[src/rtl/color_manager_cfg_pkg.sv]
// Shared constants, field widths, reset codes and FSM encoding for the
// Color Manager configuration responder.
package color_manager_cfg_pkg;

    localparam logic [3:0] CM_ADDR_UART_BOUDRATE = 4'h8;
    localparam logic [3:0] CM_ADDR_UART_PARITY   = 4'h9;
    localparam logic [3:0] CM_ADDR_UART_STOP     = 4'hA;
    localparam logic [3:0] CM_ADDR_VGA_CONFIG    = 4'hB;
    localparam logic [3:0] CM_ADDR_VGA_QUADRAN   = 4'hC;
    localparam logic [3:0] CM_ADDR_VGA_COLOR     = 4'h0;

    localparam int BAUD_W   = 3;
    localparam int PARITY_W = 2;
    localparam int STOP_W   = 1;
    localparam int RES_W    = 2;
    localparam int QUAD_W   = 2;

    localparam logic [BAUD_W-1:0]   CM_RST_BAUD   = 3'd2;
    localparam logic [PARITY_W-1:0] CM_RST_PARITY = 2'd0;
    localparam logic [RES_W-1:0]    CM_RST_RES    = 2'd0;

    typedef struct packed {
        logic [BAUD_W-1:0]   baud;
        logic [PARITY_W-1:0] parity;
        logic [STOP_W-1:0]   stop;
    } uart_cfg_t;

    typedef struct packed {
        logic [RES_W-1:0]  res;
        logic [QUAD_W-1:0] quad;
    } vga_cfg_t;

    localparam int UART_CFG_W = $bits(uart_cfg_t);
    localparam int VGA_CFG_W  = $bits(vga_cfg_t);

    typedef enum logic [1:0] {
        ST_IDLE      = 2'd0,
        ST_DECODE    = 2'd1,
        ST_WAIT_UART = 2'd2,
        ST_WAIT_VGA  = 2'd3
    } cm_state_t;

endpackage

[src/rtl/color_manager_cfg_shadow.sv]
// Shadow/live register pair: load stages a value, commit makes it live.
// Load and commit in the same cycle pass the loaded value straight through.
module color_manager_cfg_shadow
    import color_manager_cfg_pkg::*;
#(
    parameter int             W       = 4,
    parameter logic [W-1:0]   RST_VAL = '0
) (
    input  logic         clk_i,
    input  logic         rst_i,
    input  logic         load_i,
    input  logic [W-1:0] load_data_i,
    input  logic         commit_i,
    output logic [W-1:0] live_o
);

    logic [W-1:0] shadow_q, shadow_d;
    logic [W-1:0] live_q, live_d;

    always_comb begin
        shadow_d = shadow_q;
        live_d   = live_q;
        if (load_i) begin
            shadow_d = load_data_i;
        end
        if (commit_i) begin
            live_d = load_i ? load_data_i : shadow_q;
        end
    end

    always_ff @(posedge clk_i or posedge rst_i) begin
        if (rst_i) begin
            shadow_q <= RST_VAL;
            live_q   <= RST_VAL;
        end else begin
            shadow_q <= shadow_d;
            live_q   <= live_d;
        end
    end

    assign live_o = live_q;

endmodule

[src/rtl/color_manager_config_responder.sv]
// Configuration-bus responder for the Color Manager UART/VGA settings.
// Optional macro CM_CFG_FRAME_SYNC_EN: hold VGA commits until VGA_Frame_End.
module color_manager_config_responder
    import color_manager_cfg_pkg::*;
#(
    parameter int                       C_ADDR_WIDTH       = 4,
    parameter int                       C_DATA_WIDTH       = 14,
    parameter logic [C_ADDR_WIDTH-1:0]  ADDR_UART_BOUDRATE = CM_ADDR_UART_BOUDRATE,
    parameter logic [C_ADDR_WIDTH-1:0]  ADDR_UART_PARITY   = CM_ADDR_UART_PARITY,
    parameter logic [C_ADDR_WIDTH-1:0]  ADDR_UART_STOP     = CM_ADDR_UART_STOP,
    parameter logic [C_ADDR_WIDTH-1:0]  ADDR_VGA_CONFIG    = CM_ADDR_VGA_CONFIG,
    parameter logic [C_ADDR_WIDTH-1:0]  ADDR_VGA_QUADRAN   = CM_ADDR_VGA_QUADRAN,
    parameter logic [C_ADDR_WIDTH-1:0]  ADDR_VGA_COLOR     = CM_ADDR_VGA_COLOR,
    parameter logic [BAUD_W-1:0]        RST_BAUD           = CM_RST_BAUD,
    parameter logic [PARITY_W-1:0]      RST_PARITY         = CM_RST_PARITY,
    parameter logic [RES_W-1:0]         RST_RES            = CM_RST_RES
) (
    input  logic                    Clk,
    input  logic                    Rst,
    input  logic [C_ADDR_WIDTH-1:0] C_Addr,
    input  logic [C_DATA_WIDTH-1:0] C_Data,
    input  logic                    C_Valid,
    output logic                    C_Rdy,
    input  logic                    UART_Busy,
    input  logic                    VGA_Frame_End,
    output logic [BAUD_W-1:0]       Baud_Sel,
    output logic [PARITY_W-1:0]     Parity_Sel,
    output logic [STOP_W-1:0]       Stop_Sel,
    output logic [RES_W-1:0]        Res_Sel,
    output logic [QUAD_W-1:0]       Quadran_Sel,
    output logic [C_DATA_WIDTH-1:0] Color,
    output logic                    Color_Valid,
    output logic                    Cfg_Applied,
    output logic                    Addr_Err,
    output logic                    Overrun
);

    localparam uart_cfg_t UART_RST = '{baud: RST_BAUD, parity: RST_PARITY, stop: '0};
    localparam vga_cfg_t  VGA_RST  = '{res: RST_RES, quad: '0};

    cm_state_t state_q, state_d;
    logic      c_rdy_q, c_rdy_d;
    logic      color_valid_q, color_valid_d;
    logic      cfg_applied_q, cfg_applied_d;
    logic      addr_err_q, addr_err_d;
    logic      overrun_q, overrun_d;

    logic [C_ADDR_WIDTH-1:0] addr_q;
    logic [C_DATA_WIDTH-1:0] data_q;
    logic [C_DATA_WIDTH-1:0] color_q, color_d;

    logic      uart_load, uart_commit, vga_load, vga_commit;
    uart_cfg_t uart_live, uart_new;
    vga_cfg_t  vga_live, vga_new;

`ifndef CM_CFG_FRAME_SYNC_EN
    logic unused_frame_end;
    assign unused_frame_end = VGA_Frame_End;
`endif

    // Holding registers carry data only; no reset needed.
    always_ff @(posedge Clk) begin
        if (state_q == ST_IDLE && C_Valid) begin
            addr_q <= C_Addr;
            data_q <= C_Data;
        end
    end

    always_comb begin
        state_d       = state_q;
        uart_load     = 1'b0;
        uart_commit   = 1'b0;
        vga_load      = 1'b0;
        vga_commit    = 1'b0;
        color_d       = color_q;
        color_valid_d = 1'b0;
        cfg_applied_d = 1'b0;
        addr_err_d    = 1'b0;
        overrun_d     = C_Valid && !c_rdy_q;

        case (state_q)
            ST_IDLE: begin
                if (C_Valid) begin
                    state_d = ST_DECODE;
                end
            end
            ST_DECODE: begin
                state_d = ST_IDLE;
                case (addr_q)
                    ADDR_VGA_COLOR: begin
                        color_d       = data_q;
                        color_valid_d = 1'b1;
                    end
                    ADDR_UART_BOUDRATE, ADDR_UART_PARITY, ADDR_UART_STOP: begin
                        uart_load = 1'b1;
                        state_d   = ST_WAIT_UART;
                    end
                    ADDR_VGA_CONFIG, ADDR_VGA_QUADRAN: begin
                        vga_load = 1'b1;
`ifdef CM_CFG_FRAME_SYNC_EN
                        state_d  = ST_WAIT_VGA;
`else
                        vga_commit    = 1'b1;
                        cfg_applied_d = 1'b1;
`endif
                    end
                    default: begin
                        addr_err_d = 1'b1;
                    end
                endcase
            end
            ST_WAIT_UART: begin
                if (!UART_Busy) begin
                    uart_commit   = 1'b1;
                    cfg_applied_d = 1'b1;
                    state_d       = ST_IDLE;
                end
            end
`ifdef CM_CFG_FRAME_SYNC_EN
            ST_WAIT_VGA: begin
                if (VGA_Frame_End) begin
                    vga_commit    = 1'b1;
                    cfg_applied_d = 1'b1;
                    state_d       = ST_IDLE;
                end
            end
`endif
            default: begin
                state_d = ST_IDLE;
            end
        endcase

        c_rdy_d = (state_d == ST_IDLE);
    end

    // New shadow value: live group with only the addressed field replaced.
    always_comb begin
        uart_new = uart_live;
        vga_new  = vga_live;
        case (addr_q)
            ADDR_UART_BOUDRATE: uart_new.baud   = data_q[BAUD_W-1:0];
            ADDR_UART_PARITY:   uart_new.parity = data_q[PARITY_W-1:0];
            ADDR_UART_STOP:     uart_new.stop   = data_q[STOP_W-1:0];
            ADDR_VGA_CONFIG:    vga_new.res     = data_q[RES_W-1:0];
            ADDR_VGA_QUADRAN:   vga_new.quad    = data_q[QUAD_W-1:0];
            default: ;
        endcase
    end

    always_ff @(posedge Clk or posedge Rst) begin
        if (Rst) begin
            state_q       <= ST_IDLE;
            c_rdy_q       <= 1'b1;
            color_q       <= '0;
            color_valid_q <= 1'b0;
            cfg_applied_q <= 1'b0;
            addr_err_q    <= 1'b0;
            overrun_q     <= 1'b0;
        end else begin
            state_q       <= state_d;
            c_rdy_q       <= c_rdy_d;
            color_q       <= color_d;
            color_valid_q <= color_valid_d;
            cfg_applied_q <= cfg_applied_d;
            addr_err_q    <= addr_err_d;
            overrun_q     <= overrun_d;
        end
    end

    color_manager_cfg_shadow #(
        .W       (UART_CFG_W),
        .RST_VAL (UART_RST)
    ) u_uart_shadow (
        .clk_i       (Clk),
        .rst_i       (Rst),
        .load_i      (uart_load),
        .load_data_i (uart_new),
        .commit_i    (uart_commit),
        .live_o      (uart_live)
    );

    color_manager_cfg_shadow #(
        .W       (VGA_CFG_W),
        .RST_VAL (VGA_RST)
    ) u_vga_shadow (
        .clk_i       (Clk),
        .rst_i       (Rst),
        .load_i      (vga_load),
        .load_data_i (vga_new),
        .commit_i    (vga_commit),
        .live_o      (vga_live)
    );

    assign C_Rdy       = c_rdy_q;
    assign Baud_Sel    = uart_live.baud;
    assign Parity_Sel  = uart_live.parity;
    assign Stop_Sel    = uart_live.stop;
    assign Res_Sel     = vga_live.res;
    assign Quadran_Sel = vga_live.quad;
    assign Color       = color_q;
    assign Color_Valid = color_valid_q;
    assign Cfg_Applied = cfg_applied_q;
    assign Addr_Err    = addr_err_q;
    assign Overrun     = overrun_q;

endmodule

[config.mk]
export PLATFORM = sky130hd
export DESIGN_NAME = color_manager_config_responder
export DESIGN_NICKNAME = d
export VERILOG_FILES = /design/src/rtl/color_manager_cfg_pkg.sv /design/src/rtl/color_manager_cfg_shadow.sv /design/src/rtl/color_manager_config_responder.sv
export SDC_FILE = /design/constraint.sdc
export NUM_CORES = 1
export LEC_CHECK = 0
export ABC_AREA = 1
export CELL_PAD_IN_SITES_DETAIL_PLACEMENT = 1
export CELL_PAD_IN_SITES_GLOBAL_PLACEMENT = 1
export CORE_MARGIN = 4
export CORE_UTILIZATION = 37
export DETAILED_ROUTE_END_ITERATION = 16
export PLACE_DENSITY = 0.81
export SLEW_MARGIN = 10
export SYNTH_ARGS = -nofsm -noshare
export SYNTH_HDL_FRONTEND = slang
export SYNTH_SLANG_ARGS = --single-unit
[constraint.sdc]
create_clock -name Clk -period 1.83 [get_ports Clk]
set_input_delay 0.549 -clock Clk [delete_from_list [all_inputs] [get_ports Clk]]
set_output_delay 0.549 -clock Clk [all_outputs]
set_load 0.01 [all_outputs]
==> results.py <==
metrics = {
    "worst_setup_path": {
        "critPathTopFamily": "buffers and inverters",
        "crit_fanout": 3,
        "slowest_delay_ps": 540,
        "crit_buf_inv": 1,
        "r2r_setup_slack_ps": 190,
        "crit_type": "reg -> out",
        "cp-start-kind": "register",
        "cp-end-kind": "output pin",
        "crit_chain": "clkdlybuf4s50_1",
        "worst_ep_required_time_ps": 1280,
        "worst_ep_arrival_time_ps": 1230,
        "slowest_stage": "clkdlybuf4s50_1",
    },
    "synth": {
        "synth_top_family_by_area": "simple AND/OR/NAND/NOR gates",
        "synthDistinctLibCells": 22,
        "syn_nets": 250,
        "syn_area_um2": 2243,
        "syn_avg_cell_area_um2": 10.06,
        "synth-simple-area-share_pct": 24.71,
        "synth_fa_ha_area_share_pct": 2.231,
        "synth_warnings": 0,
        "synth_compound_area_share_pct": 2.733,
        "synth_xor_area_share_pct": 0,
        "ys_seq_area_share_pct": 65.53,
        "synth_seq_cells": 55,
        "synthMuxAreaShare_pct": 0,
        "synthCells": 223,
    },
    "final_layout": {
        "area_growth_pct": 34.08,
        "nNetsFinal": 311,
        "final_common_cell": "nand2_1",
        "drive_above_1_share_pct": 10.88,
        "antenna_cells": 0,
        "utilization_pct": 51.11,
        "fin_cells": 360,
        "n_fill_cell": 670,
        "final_cell_mix": "106 x nand2_1, 38 x clkdlybuf4s50_1, 34 x dfrtp_1",
    },
    "cts": {
        "numCtsBuffers": 5,
        "clock_latency_ps": 310,
        "holdBufCountCts": 0,
        "clk_pin_slew_ps": 100,
        "cts_root_buf": "clkbuf_8",
        "clock_path_buffers": 2,
        "htree_levels": 2,
        "cts_tree": "done",
        "clock-sinks": 55,
    },
    "sta": {
        "fin_crit_ps": 1783,
        "worstMarginPinSlew_ps": 231.0,
        "min_period_over_period_pct": 97.44,
        "hold_viol_final": 0,
        "skew_ps": 5.561,
        "rsz0062_at_grt": "false",
        "slew_viol_final": 0,
        "setup_tns_ps": 0,
        "slew_headroom_pct": 84.48,
        "setup_viol": 0,
        "worst_hold_slack_ps": 447.9,
        "fmax_mhz": 560.8,
    },
    "status": {
        "outcome": "completed",
    },
    "drt": {
        "wl_per_cell_um": 14.76,
        "antenna_left": 0,
        "drt_pre_antenna_iters": 4,
        "remaining_drc_errors": 0,
        "viasPerCell": 4.594,
        "routed_wirelength_um": 5313,
        "vias": 1654,
        "drt-initial-drc-count": 88,
    },
    "power": {
        "p_clk_share_pct": 17.4,
        "p_leak_uw": 0.001567,
        "powerDensity_nw_per_um2": 1354,
        "switching_share_pct": 33.43,
        "vdd_drop_max_mv": 0.5249,
        "total_power_uw": 4073,
        "p_sw_uw": 1361,
        "p_comb_share_pct": 35.0,
        "internal_power_uw": 2711,
        "seqPwrFrac_pct": 47.5,
    },
    "die": {
        "fp.dieH_um": 85.87,
        "initial_utilization_pct": 38.12,
        "io_pins": 52,
        "dieArea_um2": 7373,
        "row_count": 28,
        "core-area_um2": 5886,
        "die_x_um": 85.87,
    },
    "placed_design": {
        "placed_cells": 350,
        "io_buffer_count": 50,
        "dp_hpwl_um": 3892,
        "place.gp.congestion": 0.7508,
    },
    "global_routing": {
        "grt_pass1_wl_um": 8569,
        "grt_start_max_net_pins": 38,
        "grtUsageTotal_pct": 15.37,
        "overflow": 0,
        "antenna_found_initial": 0,
        "grt_pass1_vias": 1731,
    },
    "flow_run": {
        "drv_cap": 0,
    },
    "worst_hold_path": {
        "hold_class": "reg -> reg",
    },
}
==> layer usage <==
| layer | GRT usage [%] | vias up | share of wire (%) | wire length [um] |
|---|---|---|---|---|
| li1 | - | 812 | - | - |
| met2 | 26.49 | 28 | 51 | 2718 |
| met3 | 3.458 | 6 | 3.2 | 172 |
| met4 | 5.612 | 0 | 1.7 | 89 |
| met1 | 18.80 | 808 | 44 | 2333 |
| met5 | 0 | - | 0 | 0 |
==> stage by stage <==
step	setup slack [ps]	area, um^2
after CTS	1.393	2968
final	46.81	3008
after global placement	165.7	2877
after global routing	4.361	3008
after floorplan	359.3	2243
after detailed placement	114.3	2877
==> final timing paths <==
check	from	end	depth (start not counted)
setup reg to reg	state_q[1]	u_uart_shadow.live_o[5]	9
hold / removal	data_q[12]	Color[12]	2
max in group asynchronous	Rst	u_uart_shadow.live_o[4]	3
hold reg to reg	data_q[12]	Color[12]	2
setup / recovery	u_vga_shadow.live_o[0]	Quadran_Sel[0]	1
min in group asynchronous	Rst	Color[8]	3
==> cells in the mapped netlist, drive strengths merged <==
master	number	share of area [%]
ha	4	2.2
a21oi	3	0.84
nor3	1	0.22
o21ai	7	1.6
buf	2	0.72
inv	22	3.7
clkinv	1	0.39
a21boi	1	0.33
dfrtp	34	38
nor2	9	2.5
nand4	1	0.95
nand3	8	2.2
nand2	109	19
dfstp	3	3.5
edfxtp	18	24
==> power by group through the flow <==
stage / Combinational (uW) / Sequential [uW] / Clock [uW]
final: 1430 / 1940 / 710
after global routing: 1580 / 1990 / 784
after CTS: 1440 / 1950 / 734
after detailed placement: 1450 / 1970 / 0
after global placement: 1390 / 1950 / 0
after floorplan: 591 / 2030 / 0
==> registers in the layout, indices dropped and copies added, names as in the netlist <==
register,cells
u_vga_shadow.live_o,4
addr_q,4
Overrun,1
u_uart_shadow.live_o,6
state_q,2
Color_Valid,1
u_uart_shadow.shadow_q,6
Cfg_Applied,1
Addr_Err,1
Color,14
C_Rdy,1
data_q,14
==> cell type report <==
type                            instances  area [um^2]  area share (%)
Inverter                               23        91.34           3.037
Sequential cell                        55         1470           48.88
Clock buffer                            7        86.33           2.870
Clock inverter                          1        8.758          0.2912
Multi-Input combinational cell        143        668.1           22.21
Timing Repair Buffer                   56        589.3           19.59
Tap cell                               75        93.84           3.120
==> worst min-delay path, cell delays in order (launching register included) <==
cell and delay (ps):
edfxtp_1 330, nand2_1 50, nand2_1 40
==> what timing repair did <==
action / CTS / global route
buffers inserted: 0 / 2
resized for setup: 3 / 10
endpoints found under the setup margin: 3 / 11
==> cells by family (layout without fill, tap and decap cells) <==
logic type / count (synthesis) / after routing
AND/OR/NAND/NOR: 128 / 128
AO/OA/AOI/OAI: 11 / 11
adder cells (fa/ha/maj): 4 / 4
flip-flops: 55 / 55
buffers and inverters: 25 / 87
Note: power is estimated with default switching activity, not from simulation.
